<file path="config.mk">
export PLATFORM = sky130hd
export DESIGN_NAME = regfile_pc_core
export DESIGN_NICKNAME = d
export VERILOG_FILES = /design/src/rtl/regfile_pc_core_pkg.sv /design/src/rtl/regfile_pc_core_pulse_sync.sv /design/src/rtl/regfile_pc_core.sv
export SDC_FILE = /design/constraint.sdc
export NUM_CORES = 1
export LEC_CHECK = 0
export ABC_AREA = 1
export BUFFER_PORTS_ARGS = -buffer_cell sky130_fd_sc_hd__buf_2
export CORE_MARGIN = 1
export CORE_UTILIZATION = 25
export DETAILED_ROUTE_END_ITERATION = 7
export HOLD_SLACK_MARGIN = 0.08
export PLACE_DENSITY_LB_ADDON = 0.2
export SLEW_MARGIN = 20
export SYNTH_ARGS = -nofsm -noshare
export SYNTH_HDL_FRONTEND = slang
export SYNTH_SLANG_ARGS = --single-unit
</file>
<file path="constraint.sdc">
create_clock -name clk -period 1.7 [get_ports clk]
set_clock_uncertainty 0.2 [all_clocks]
set_input_delay 0.255 -clock clk [delete_from_list [all_inputs] [get_ports clk]]
set_output_delay 0.255 -clock clk [all_outputs]
set_load 0.02 [all_outputs]
</file>
<file path="src/rtl/regfile_pc_core_pkg.sv">
// Shared definitions for the register file / program counter front end:
// PC operation codes and the default datapath geometry.
package regfile_pc_core_pkg;

  localparam int DEF_DW   = 8;
  localparam int DEF_NREG = 4;

  localparam logic [2:0] PCM_HOLD = 3'b000;
  localparam logic [2:0] PCM_LOAD = 3'b001;
  localparam logic [2:0] PCM_AUTO = 3'b010;
  localparam logic [2:0] PCM_STEP = 3'b011;
  localparam logic [2:0] PCM_REL  = 3'b100;

endpackage

</file>
<file path="src/rtl/regfile_pc_core_pulse_sync.sv">
// Two-flop synchroniser for an asynchronous push-button level, followed by a
// rising-edge detector that emits one clk-wide pulse per press.
module pulse_sync
  import regfile_pc_core_pkg::*;
(
  input  logic clk,
  input  logic clr,
  input  logic async_i,
  output logic pulse_o
);

  logic meta_q;
  logic sync_q;
  logic prev_q;

  always_ff @(posedge clk or negedge clr) begin
    if (!clr) begin
      meta_q <= 1'b0;
      sync_q <= 1'b0;
      prev_q <= 1'b0;
    end else begin
      meta_q <= async_i;
      sync_q <= meta_q;
      prev_q <= sync_q;
    end
  end

  assign pulse_o = sync_q & ~prev_q;

endmodule

</file>
<file path="src/rtl/regfile_pc_core.sv">
// NREG x DW dual-write register file with registered, write-first X/Y read
// ports, plus a program counter with hold/load/auto/manual-step/relative modes.
module regfile_pc_core
  import regfile_pc_core_pkg::*;
#(
  parameter int              DW     = DEF_DW,
  parameter int              NREG   = DEF_NREG,
  parameter int              AW     = $clog2(NREG),
  parameter logic [DW-1:0]   PC_RST = '0
) (
  input  logic                 clk,
  input  logic                 clr,
  input  logic [DW-1:0]        data_in,
  input  logic                 wr,
  input  logic [AW-1:0]        wa,
  input  logic                 alu_we,
  input  logic [DW-1:0]        alu_res,
  input  logic [AW-1:0]        alu_dest,
  input  logic                 rd,
  input  logic [AW-1:0]        ra_x,
  input  logic [AW-1:0]        ra_y,
  input  logic [2:0]           pc_mode,
  input  logic                 manual_plus,
  output logic [DW-1:0]        X,
  output logic [DW-1:0]        Y,
  output logic [DW-1:0]        PC,
  output logic [NREG*DW-1:0]   regs_flat
);

  logic [DW-1:0] regs_q [NREG];
  logic [DW-1:0] regs_d [NREG];
  logic [DW-1:0] x_q, x_d;
  logic [DW-1:0] y_q, y_d;
  logic [DW-1:0] pc_q, pc_d;
  logic          step_pulse;

  pulse_sync u_step_sync (
    .clk     (clk),
    .clr     (clr),
    .async_i (manual_plus),
    .pulse_o (step_pulse)
  );

  // Port B is applied after port A so the ALU write-back wins on a shared address.
  always_comb begin
    regs_d = regs_q;
    if (wr)     regs_d[wa]       = data_in;
    if (alu_we) regs_d[alu_dest] = alu_res;
  end

  // Reading from regs_d gives the write-first bypass with the same port priority.
  always_comb begin
    x_d = x_q;
    y_d = y_q;
    if (rd) begin
      x_d = regs_d[ra_x];
      y_d = regs_d[ra_y];
    end
  end

  // At equal width, adding data_in modulo 2^DW is the signed relative branch.
  always_comb begin
    pc_d = pc_q;
    case (pc_mode)
      PCM_LOAD: pc_d = data_in;
      PCM_AUTO: pc_d = pc_q + 1'b1;
      PCM_STEP: if (step_pulse) pc_d = pc_q + 1'b1;
      PCM_REL:  pc_d = pc_q + data_in;
      default:  pc_d = pc_q;
    endcase
  end

  always_ff @(posedge clk or negedge clr) begin
    if (!clr) begin
      for (int i = 0; i < NREG; i++) regs_q[i] <= '0;
      x_q  <= '0;
      y_q  <= '0;
      pc_q <= PC_RST;
    end else begin
      for (int i = 0; i < NREG; i++) regs_q[i] <= regs_d[i];
      x_q  <= x_d;
      y_q  <= y_d;
      pc_q <= pc_d;
    end
  end

  for (genvar g = 0; g < NREG; g++) begin : g_flat
    assign regs_flat[g*DW +: DW] = regs_q[g];
  end

  assign X  = x_q;
  assign Y  = y_q;
  assign PC = pc_q;

endmodule

</file>
==> run summary, run 1 <==
status - finished with violations
failing checks - negative setup slack
most frequent cells in the layout - nand2_1 (180), nand3_1 (151), buf_2 (87)
Tightest Pin Transition - 0.459 ns
final WL - 15100 um
cell count of the worst hold path - 5
Max Fclk - 553 MHz
H-tree depth - 3
Clk pwr share - 31.0%
normalized max-slew margin - 69.4%
post-layout min period - 1.81 ns
share of layout cells above drive strength 1 - 32.2%
vias in the first global route - 4600
Routed Antenna Nets - 0
Final Hold Fails - 0
Reg power frac - 32.4%
Initial Utilization - 26.1%
peak supply drop - 499 uV
I/O Buffers - 88
register-to-register setup slack - -0.11 ns
Synth Cell Area - 0.00385 sq mm
vias per cell - 4.81
grt ovf - 0
Non-Filler Cell Area, Final - 0.00574 sq mm
slowest stage cell, crit path - dfrtp_2
Syn Nets - 605
TNS Setup - -0.179 ns
Power, Total - 0.00557 W
area of the die - 0.0159 sq mm
Sw Pwr - 0.00203 W
pin count of the biggest net entering global routing - 60
crit-path cells - ha_4, inv_2, fa_2, nand3b_1, nand2_2, nand3_2, nand3_2, nand2_1, o21bai_1, nand2_1
Ports - 89
clock sink count - 59
switching share of power - 36.5%
crit path kind - reg -> reg
PD cells - 969 mW/mm^2
pre-CTS setup slack - -0.521 ns
Setup Viol. Count Final - 2
vias - 4490
Hold Crit Class - in -> reg
Comb pwr share - 36.6%
arrival time at the worst endpoint - 1.84 ns
Synth Warn # - 0
WP depth - 10
core area - 0.0148 sq mm
critical path endpoint category - flop
maximum clock path buffer count - 2
Hold Path Origin - data_in[7]
Max Slew Vio Count - 0
Initial DRC Count - 344
Critical Path RT - 1.73 ns
Reg-to-Reg Start - PC[0]$_DFFE_PN0P_
TritonCTS clock tree - done
Hold Path Sink - PC[7]$_DFFE_PN0P_
DP Wirelength - 11400 um
# rows - 44
Syn Inst Count - 564
crit path max fanout - 2
internal power - 0.00354 W
setup ws final - -0.108 ns
Area Growth Syn to Fin - 49.2%
Yosys top cell by area - dfrtp_1
max-capacitance violation count - 0
Reg2Reg Depth - 10
Fillers - 1591
first-pass GRT wire length - 23900 um
#FFs+latches synth - 59
Avg WL per Cell - 16.2 um
register clock-pin slew on the reported worst setup and hold paths - 0.05 ns
synth unique cells - 25
Crit path largest cell delay - 0.37 ns
nets@finish - 786
clock latency on the worst-skew pair - 0.34 ns
delay-heaviest family, CP - simple AND/OR/NAND/NOR gates
Finished Layout Cells - 933
GRT Util Overall - 19.9%
area post-placement - 0.00523 sq mm
Die X - 126 um
unrepaired setup endpoints after global routing - true
Synth top area share - 38.4%
WP buf/inv - 1
Initial DRT Pass Iterations - 5
Placer Congestion - 0.893
Inst Count DP - 906
P_leak - 3.13 nW
Avg Synthesized Cell Area - 6.82 sq um
sequential share of the synthesized area - 38.4%
initial antenna violation count - 0
Ant. Diodes - 0
Synth area leaders - dfrtp_1 (38%), nand3_1 (20%), nand2_1 (18%)
CTS Buf Count - 9
Setup crit start kind - flop
commonest non-fill, non-tap cell in the layout - nand2_1
drc violations - 0
Reg2Reg Capture Point - PC[6]$_DFFE_PN0P_
part of the cycle the worst path needs - 106%
Clock Tree Root - clkbuf_16
die height - 126 um
-- kinds of logic (layout without fill, tap and decap cells) --
| logic type | count (synthesis) | in the layout | share of synthesized area, % |
|---|---|---|---|
| DFF | 59 | 59 | 38.4 |
| and+or+nand+nor | 384 | 384 | 45.8 |
| AOI/OAI and AO/OA | 22 | 22 | 3.19 |
| buffers and inverters | 88 | 273 | 9.20 |
| xor gates and xnor gates | 3 | 3 | 0.683 |
| adders and majority gates | 8 | 8 | 2.80 |
-- worst max path at each step --
| stage | start | to | slack [ns] |
|---|---|---|---|
| 6_report | PC[0]$_DFFE_PN0P_ | PC[6]$_DFFE_PN0P_ | -0.11 |
| 5_1_grt | PC[0]$_DFFE_PN0P_ | PC[6]$_DFFE_PN0P_ | -0.24 |
| 4_1_cts | PC[0]$_DFFE_PN0P_ | PC[6]$_DFFE_PN0P_ | -0.11 |
| 3_5_place_dp | pc_mode[1] | PC[6]$_DFFE_PN0P_ | -0.52 |
| 3_3_place_gp | pc_mode[1] | PC[6]$_DFFE_PN0P_ | -0.52 |
| 2_1_floorplan | pc_mode[1] | PC[6]$_DFFE_PN0P_ | -0.26 |
-- state kept, by name (all words and copies together), names as in the netlist --
| register | cells |
|---|---|
| PC | 8 |
| X | 8 |
| Y | 8 |
| regs_flat | 32 |
| u_step_sync.meta_q | 1 |
| u_step_sync.prev_q | 1 |
| u_step_sync.sync_q | 1 |
-- worst register-to-register path: stages, from the launching register on --
cell and delay [ns]:
dfrtp_2 0.37, ha_4 0.13, inv_2 0.03, fa_2 0.33
nand3b_1 0.17, nand2_2 0.10, nand3_2 0.08, nand3_2 0.06
nand2_1 0.05, o21bai_1 0.11, nand2_1 0.06
-- final cells by class --
| cell class | instances | area [sq um] | area share (%) |
|---|---|---|---|
| Multi-Input combinational cell | 417 | 2160 | 37.7 |
| Sequential cell | 59 | 1480 | 25.8 |
| Timing Repair Buffer | 190 | 1320 | 23.0 |
| Clock buffer | 13 | 270 | 4.71 |
| Inverter | 68 | 268 | 4.66 |
| Tap cell | 184 | 230 | 4.01 |
| Clock inverter | 2 | 10.0 | 0.174 |
-- routing by layer --
layer  share of wire [%]  track usage [%]  up-vias
met5                   0                0        -
met4                 3.0             8.86        0
met3                 7.8             3.99       31
met2                  46             31.5      193
met1                  43             26.2     2058
li1                    -                -     2208
-- stage by stage --
stage          hold WS [ns]  util, %
4_1_cts              0.0820     38.5
6_report             0.0935     38.9
3_3_place_gp         0.0967     35.5
3_5_place_dp          0.100     35.5
5_1_grt               0.115     38.9
2_1_floorplan        -0.241        -
-- power groups by stage --
stage	clock network, W	logic, W	registers, W
4_1_cts	0.00178	0.00202	0.00180
2_1_floorplan	0	0.000812	0.00210
3_3_place_gp	0	0.00197	0.00181
5_1_grt	0.00184	0.00225	0.00183
3_5_place_dp	0	0.00198	0.00182
6_report	0.00173	0.00204	0.00180
-- synth_stat cells --
cell,count
o21bai_1,2
inv_1,64
nor2_2,1
ha_1,7
clkinv_1,1
buf_1,2
dfrtp_1,59
xor2_1,1
buf_2,7
o21ai_0,10
o211ai_1,3
nand2_1,184
nand3_1,154
buf_4,4
nand3b_1,1
nor2_1,10
nor2_4,1
xnor2_1,2
nand2_2,8
inv_2,3
clkbuf_1,7
a21oi_1,7
nand4_1,17
nand3_2,8
fa_1,1
-- repair_timing --
item	in CTS	in global routing
gates resized for setup	12	16
endpoints found under the hold margin	70	0
endpoints found under the setup margin	6	6
gates cloned	0	0
pin swaps	6	4
hold buffers	11	0
setup buffers	0	1
(Power assumes the default switching activity.)
==> run 2: changes to the inputs <==
Settings changed: ABC_AREA 1 to unset, CORE_ASPECT_RATIO set to 1.75, GPL_TIMING_DRIVEN set to 0.
==> run 2 against run 1 <==
- the run still ends with negative setup slack left
- wire length is 8.9% lower
- highest routed layer unchanged
- critical path depth increased by 1
- sequential power grew 4%
- area after synthesis down 2.3%
- worst hold slack got worse by 0.0043 ns
- first-iteration DRC count is 44% lower
==> run summary, run 2 <==
GRT Util Overall - 18.1% (was 19.9%)
commonest non-fill, non-tap cell in the layout - buf_2 (was nand2_1)
crit-path cells - clkbuf_16, nor3b_4, nand2_2, ha_4, inv_2, fa_2, nor2b_4, o31a_1, o22ai_2, mux2i_1, nand2_1 (was ha_4, inv_2, fa_2, nand3b_1, nand2_2, nand3_2, nand3_2, nand2_1, o21bai_1, nand2_1)
clock sink count - 59 (unchanged)
maximum clock path buffer count - 2 (unchanged)
Synth area leaders - dfrtp_1 (39%), nor2_1 (6.9%), mux2i_1 (5.6%) (was dfrtp_1 (38%), nand3_1 (20%), nand2_1 (18%))
CTS Buf Count - 9 (unchanged)
slowest stage cell, crit path - nor3b_4 (was dfrtp_2)
Most used DFF post-synth - dfrtp_1 (unchanged)
I/O Buffers - 77 (was 88)
Syn Nets - 467 (was 605)
nets@finish - 571 (was 786)
clock latency on the worst-skew pair - 0.33 ns (was 0.34 ns)
Initial DRT Pass Iterations - 5 (unchanged)
Largest register FFs - 32 (unchanged)
Placer Congestion - 0.829 (was 0.893)
Yosys top cell by area - dfrtp_1 (unchanged)
register-to-register setup slack - -0.32 ns (was -0.11 ns)
top-count cell post-synth - nor2_1 (was nand2_1)
Avg WL per Cell - 19.2 um (was 16.2 um)
FFs w/ async S/R, synth - 100% (unchanged)
unrepaired setup endpoints after global routing - true (unchanged)
Die X - 94.7 um (was 126 um)
# rows - 59 (was 44)
Fillers - 1572 (was 1591)
most frequent cells in the layout - buf_2 (79), nor2_1 (68), dfrtp_1 (59) (was nand2_1 (180), nand3_1 (151), buf_2 (87))
Clock Tree Root - clkbuf_16 (unchanged)
Synth top area share - 39.3% (was 38.4%)
Initial DRC Count - 192 (was 344)
peak supply drop - 458 uV (was 499 uV)
Hold Crit Class - in -> reg (unchanged)
Crit path largest cell delay - 0.38 ns (was 0.37 ns)
Setup crit start kind - primary input (was flop)
Ports - 89 (unchanged)
vias - 3766 (was 4490)
sequential share of the synthesized area - 39.3% (was 38.4%)
Ant. Diodes - 0 (unchanged)
first-pass GRT wire length - 20600 um (was 23900 um)
post-layout min period - 2.12 ns (was 1.81 ns)
pre-CTS setup slack - -0.887 ns (was -0.521 ns)
Area Growth Syn to Fin - 37.3% (was 49.2%)
Max Fclk - 472 MHz (was 553 MHz)
area of the die - 0.0155 sq mm (was 0.0159 sq mm)
crit path max fanout - 8 (was 2)
grt ovf - 0 (unchanged)
vias in the first global route - 3782 (was 4600)
synth unique cells - 54 (was 25)
initial antenna violation count - 0 (unchanged)
core area - 0.0148 sq mm (about the same)
crit path kind - in -> reg (was reg -> reg)
Initial Utilization - 25.5% (was 26.1%)
#FFs+latches synth - 59 (unchanged)
Post-synth top cells - nor2_1 (69), dfrtp_1 (59), a21oi_1 (38) (was nand2_1 (184), nand3_1 (154), inv_1 (64))
status - finished with violations (unchanged)
Final Hold Fails - 0 (unchanged)
final WL - 13800 um (was 15100 um)
TNS Setup - -1.70 ns (was -0.179 ns)
arrival time at the worst endpoint - 2.14 ns (was 1.84 ns)
Inst Count DP - 687 (was 906)
failing checks - negative setup slack (unchanged)
Post-synth EDFFs - 0 (unchanged)
share of layout cells above drive strength 1 - 31.6% (was 32.2%)
critical path endpoint category - flop (unchanged)
register clock-pin slew on the reported worst setup and hold paths - 0.06 ns (was 0.05 ns)
H-tree depth - 3 (unchanged)
part of the cycle the worst path needs - 125% (was 106%)
PD cells - 1100 mW/mm^2 (was 969 mW/mm^2)
FF/Latch Area - 0.00148 sq mm (about the same)
setup ws final - -0.418 ns (was -0.108 ns)
drc violations - 0 (unchanged)
max-capacitance violation count - 0 (unchanged)
Fin Hold WS - 0.0891 ns (was 0.0935 ns)
Tightest Pin Transition - 0.649 ns (was 0.459 ns)
Avg Synthesized Cell Area - 8.82 sq um (was 6.82 sq um)
normalized max-slew margin - 56.7% (was 69.4%)
pin count of the biggest net entering global routing - 33 (was 60)
vias per cell - 5.25 (was 4.81)
Finished Layout Cells - 717 (was 933)
area of the multi-input gates - 0.00229 sq mm (was 0.00216 sq mm)
Syn Inst Count - 426 (was 564)
DP Wirelength - 10700 um (was 11400 um)
Routed Antenna Nets - 0 (unchanged)
P_leak - 2.29 nW (was 3.13 nW)
Max Slew Vio Count - 0 (unchanged)
Critical Path RT - 1.72 ns (was 1.73 ns)
Synth Cell Area - 0.00376 sq mm (was 0.00385 sq mm)
die height - 164 um (was 126 um)
Synth Warn # - 0 (unchanged)
TritonCTS clock tree - done (unchanged)
Setup Viol. Count Final - 7 (was 2)
run 2: cell count changes after synthesis, moves of 11 or more:
cell / change
o221ai_1: +12
a21oi_1: +31
mux2i_1: +21
o22a_1: +11
nand4_1: -17
nand2_1: -171
nor2_1: +59
inv_1: -34
a221o_1: +11
nand3_1: -150
o21ai_0: +18
run 2: layout make-up:
class | instances | area share (%)
inverter | 31 | 2.26
tap | 183 | 4.44
buffer | 27 | 3.37
timing repair buffer | 93 | 11.1
multi-input combinational | 309 | 44.5
clock inverter | 2 | 0.679
sequential | 59 | 28.6
clock buffer | 13 | 5.04
run 2: layer usage:
metal / global-route usage (%) / vias to the layer above / share of wire (%)
li1: - / 1751 / -
met1: 18.6 / 1849 / 36
met2: 33.8 / 135 / 56
met3: 3.29 / 31 / 4.8
met4: 9.16 / 0 / 4.1
met5: 0 / - / 0
run 2: kinds of logic after synthesis:
logic type | Yosys count | share of synthesized area [%]
xor+xnor | 2 | 0.865
flops | 59 | 39.3
simple gates | 138 | 18.1
mux | 29 | 8.99
compound gates | 132 | 23.6
fa+ha+maj | 8 | 2.86
buf+inv | 58 | 6.36
run 2: path summary, 6_finish.rpt:
| path | from | to | depth (start not counted) |
|---|---|---|---|
| min | data_in[6] | PC[6]$_DFFE_PN0P_ | 3 |
| max in group asynchronous | clr | regs_flat[7]$_DFF_PN0_ | 3 |
| min reg2reg | u_step_sync.meta_q$_DFF_PN0_ | u_step_sync.sync_q$_DFF_PN0_ | 0 |
| max reg2reg | PC[4]$_DFFE_PN0P_ | PC[7]$_DFFE_PN0P_ | 5 |
| min in group asynchronous | clr | X[0]$_DFFE_PN0P_ | 2 |
| max | pc_mode[0] | PC[6]$_DFFE_PN0P_ | 11 |
run 2: power by group:
group	internal [W]	switching, W	total, W
clock network	0.00120	0.000632	0.00184
registers	0.00167	0.000195	0.00187
logic	0.000805	0.00120	0.00200
run 2: worst max-delay path: cells and delay by family:
kind / cells / cell delay (ns)
AND/OR/NAND/NOR: 4 / 0.64
AO/OA/AOI/OAI: 2 / 0.43
adder cells (fa/ha/maj): 2 / 0.42
multiplexers: 1 / 0.23
buffers and inverters: 2 / 0.17
run 2: per-stage QoR:
stage / power (W) / util, % / area, sq um
final: 0.00570 / 34.9 / 5160
after global routing: 0.00598 / 34.9 / 5160
after CTS: 0.00561 / 33.7 / 4970
after detailed placement: 0.00368 / 30.4 / 4490
after global placement: 0.00365 / 30.2 / 4460
after floorplan: 0.00301 / - / 3850
run 2: repair_timing:
action	in CTS	in global routing
hold buffers	3	0
hold endpoints to repair	63	0
gates resized for setup	18	34
setup endpoints to repair	23	17
pin swaps	12	22
buffers inserted	8	4
==> run 3: changes to the inputs <==
Settings changed: ABC_AREA set to 1.
==> run 3 against run 2 <==
- the run still ends with negative setup slack left
- cell area increased by 0.85%
- combinational power decreased by 7%
- critical path depth decreased by 1
- total power decreased by 1.8%
- fmax increased by 15%
- first-iteration DRC count increased by 53%
==> run summary, run 3 (synthesized netlist as in run 1, its figures left out) <==
status - finished with violations (unchanged)
failing checks - negative setup slack (unchanged)
Initial DRC Count - 294 (was 192)
DP Wirelength - 11400 um (was 10700 um)
arrival time at the worst endpoint - 1.86 ns (was 2.14 ns)
Area Growth Syn to Fin - 35.2% (was 37.3%)
Final Hold Fails - 0 (unchanged)
crit path kind - reg -> reg (was in -> reg)
maximum clock path buffer count - 2 (unchanged)
clock sink count - 59 (unchanged)
grt ovf - 0 (unchanged)
CTS Buf Count - 9 (unchanged)
vias per cell - 4.91 (was 5.25)
part of the cycle the worst path needs - 108% (was 125%)
vias - 4251 (was 3766)
Avg WL per Cell - 17.2 um (was 19.2 um)
Tightest Pin Transition - 0.798 ns (was 0.649 ns)
Ports - 89 (unchanged)
crit path max fanout - 3 (was 8)
Fillers - 1625 (was 1572)
max-capacitance violation count - 0 (unchanged)
register-to-register setup slack - -0.14 ns (was -0.32 ns)
die height - 166 um (was 164 um)
Critical Path RT - 1.72 ns (about the same)
Initial Utilization - 25.7% (was 25.5%)
post-layout min period - 1.84 ns (was 2.12 ns)
unrepaired setup endpoints after global routing - true (unchanged)
setup ws final - -0.144 ns (was -0.418 ns)
Initial DRT Pass Iterations - 5 (unchanged)
PD cells - 1080 mW/mm^2 (was 1100 mW/mm^2)
cell count of the worst hold path - 3 (unchanged)
final WL - 14900 um (was 13800 um)
vias in the first global route - 4273 (was 3782)
share of layout cells above drive strength 1 - 24.5% (was 31.6%)
Hold Path Origin - alu_res[3] (was data_in[6])
normalized max-slew margin - 46.8% (was 56.7%)
Reg2Reg Capture Point - PC[6]$_DFFE_PN0P_ (was PC[7]$_DFFE_PN0P_)
Max Slew Vio Count - 0 (unchanged)
Inst Count DP - 830 (was 687)
most frequent cells in the layout - nand2_1 (179), nand3_1 (151), buf_2 (88) (was buf_2 (79), nor2_1 (68), dfrtp_1 (59))
first-pass GRT wire length - 23200 um (was 20600 um)
GRT Util Overall - 19.5% (was 18.1%)
core area - 0.0150 sq mm (was 0.0148 sq mm)
H-tree depth - 3 (unchanged)
I/O Buffers - 83 (was 77)
Reg-to-Reg Start - PC[0]$_DFFE_PN0P_ (was PC[4]$_DFFE_PN0P_)
commonest non-fill, non-tap cell in the layout - nand2_1 (was buf_2)
Setup crit start kind - flop (was primary input)
Die X - 95.8 um (was 94.7 um)
Hold Crit Class - in -> reg (unchanged)
nets@finish - 719 (was 571)
Finished Layout Cells - 866 (was 717)
initial antenna violation count - 0 (unchanged)
Placer Congestion - 0.886 (was 0.829)
pre-CTS setup slack - -0.695 ns (was -0.887 ns)
TritonCTS clock tree - done (unchanged)
pin count of the biggest net entering global routing - 60 (was 33)
critical path endpoint category - flop (unchanged)
Clock Tree Root - clkbuf_16 (unchanged)
Largest register FFs - 32 (unchanged)
peak supply drop - 344 uV (was 458 uV)
Ant. Diodes - 0 (unchanged)
# rows - 59 (unchanged)
Setup Viol. Count Final - 2 (was 7)
clock latency on the worst-skew pair - 0.34 ns (was 0.33 ns)
Routed Antenna Nets - 0 (unchanged)
register clock-pin slew on the reported worst setup and hold paths - 0.05 ns (was 0.06 ns)
Hold Path Sink - regs_flat[3]$_DFF_PN0_ (was PC[6]$_DFFE_PN0P_)
area of the die - 0.0159 sq mm (was 0.0155 sq mm)
Max Fclk - 542 MHz (was 472 MHz)
P_leak - 2.76 nW (was 2.29 nW)
drc violations - 0 (unchanged)
Reg2Reg Depth - 10 (was 5)
-- run 3: cell count changes in the layout (fill, tap and decap cells not counted), moves of 16 or more --
cell,before,now
mux2i_1,18,0
nand3_1,4,151
nor2_1,68,5
nand4_1,0,17
inv_1,28,59
nand2_1,11,179
a21oi_1,35,5
o21ai_0,24,8
-- run 3: metrics by stage --
step	power [W]	utilization [%]	area [sq um]	TNS [ns]	hold WS, ns
4_1_cts	0.00559	33.9	5080	-0.330	0.0814
5_1_grt	0.00591	34.7	5200	-0.687	0.0936
3_3_place_gp	0.00354	30.4	4560	-8.72	0.137
3_5_place_dp	0.00356	30.4	4560	-7.42	0.137
2_1_floorplan	0.00291	-	3910	-0.481	-0.241
6_report	0.00560	34.7	5200	-0.283	0.0770
-- run 3: worst max path at each step --
stage / from / to / slack (ns) / cells past startpoint
floorplan: pc_mode[1] / PC[6]$_DFFE_PN0P_ / -0.26 / 14
global placement: pc_mode[1] / PC[6]$_DFFE_PN0P_ / -0.70 / 15
detailed placement: pc_mode[1] / PC[6]$_DFFE_PN0P_ / -0.70 / 15
CTS: PC[0]$_DFFE_PN0P_ / PC[6]$_DFFE_PN0P_ / -0.17 / 10
global route: PC[0]$_DFFE_PN0P_ / PC[6]$_DFFE_PN0P_ / -0.26 / 10
finish: PC[0]$_DFFE_PN0P_ / PC[6]$_DFFE_PN0P_ / -0.14 / 10
-- run 3: where the power goes --
group	total (W)	internal [W]	switching (W)	leakage, nW
sequential	0.00180	0.00164	0.000156	0.699
clock	0.00193	0.00127	0.000663	0.156
combinational	0.00186	0.000643	0.00122	1.91
-- run 3: cell type report --
class                      instances  area, sq um  share of cell area, %
buffer                            20         98.8                   1.90
clock buffer                      10          229                   4.40
clock inverter                     6         80.1                   1.54
inverter                          68          278                   5.34
multi-input combinational        417         2200                   42.3
sequential                        59         1480                   28.4
tap                              183          229                   4.40
timing repair buffer             103          611                   11.7
-- run 3: critical path: stages (launching register included) --
cell      delay (ns)
dfrtp_2         0.38
ha_4            0.14
inv_2           0.03
fa_2            0.33
nand3b_1        0.18
nand2_2         0.11
nand3_2         0.08
nand3_2         0.06
nand2_1         0.04
o21bai_1        0.12
nand2_1         0.06
-- run 3: what timing repair did --
action | in CTS | in global routing
endpoints found under the hold margin | 75 | 0
setup buffers | 3 | 4
pin swaps | 9 | 5
gates resized for setup | 14 | 19
hold buffers | 13 | 0
endpoints found under the setup margin | 4 | 22
-- run 3: routing by layer --
layer	track usage [%]	wire, um	share of wire [%]
met3	2.56	724	4.9
met5	0	0	0
met2	33.4	7600	51
met4	11.2	747	5.0
met1	22.7	5790	39
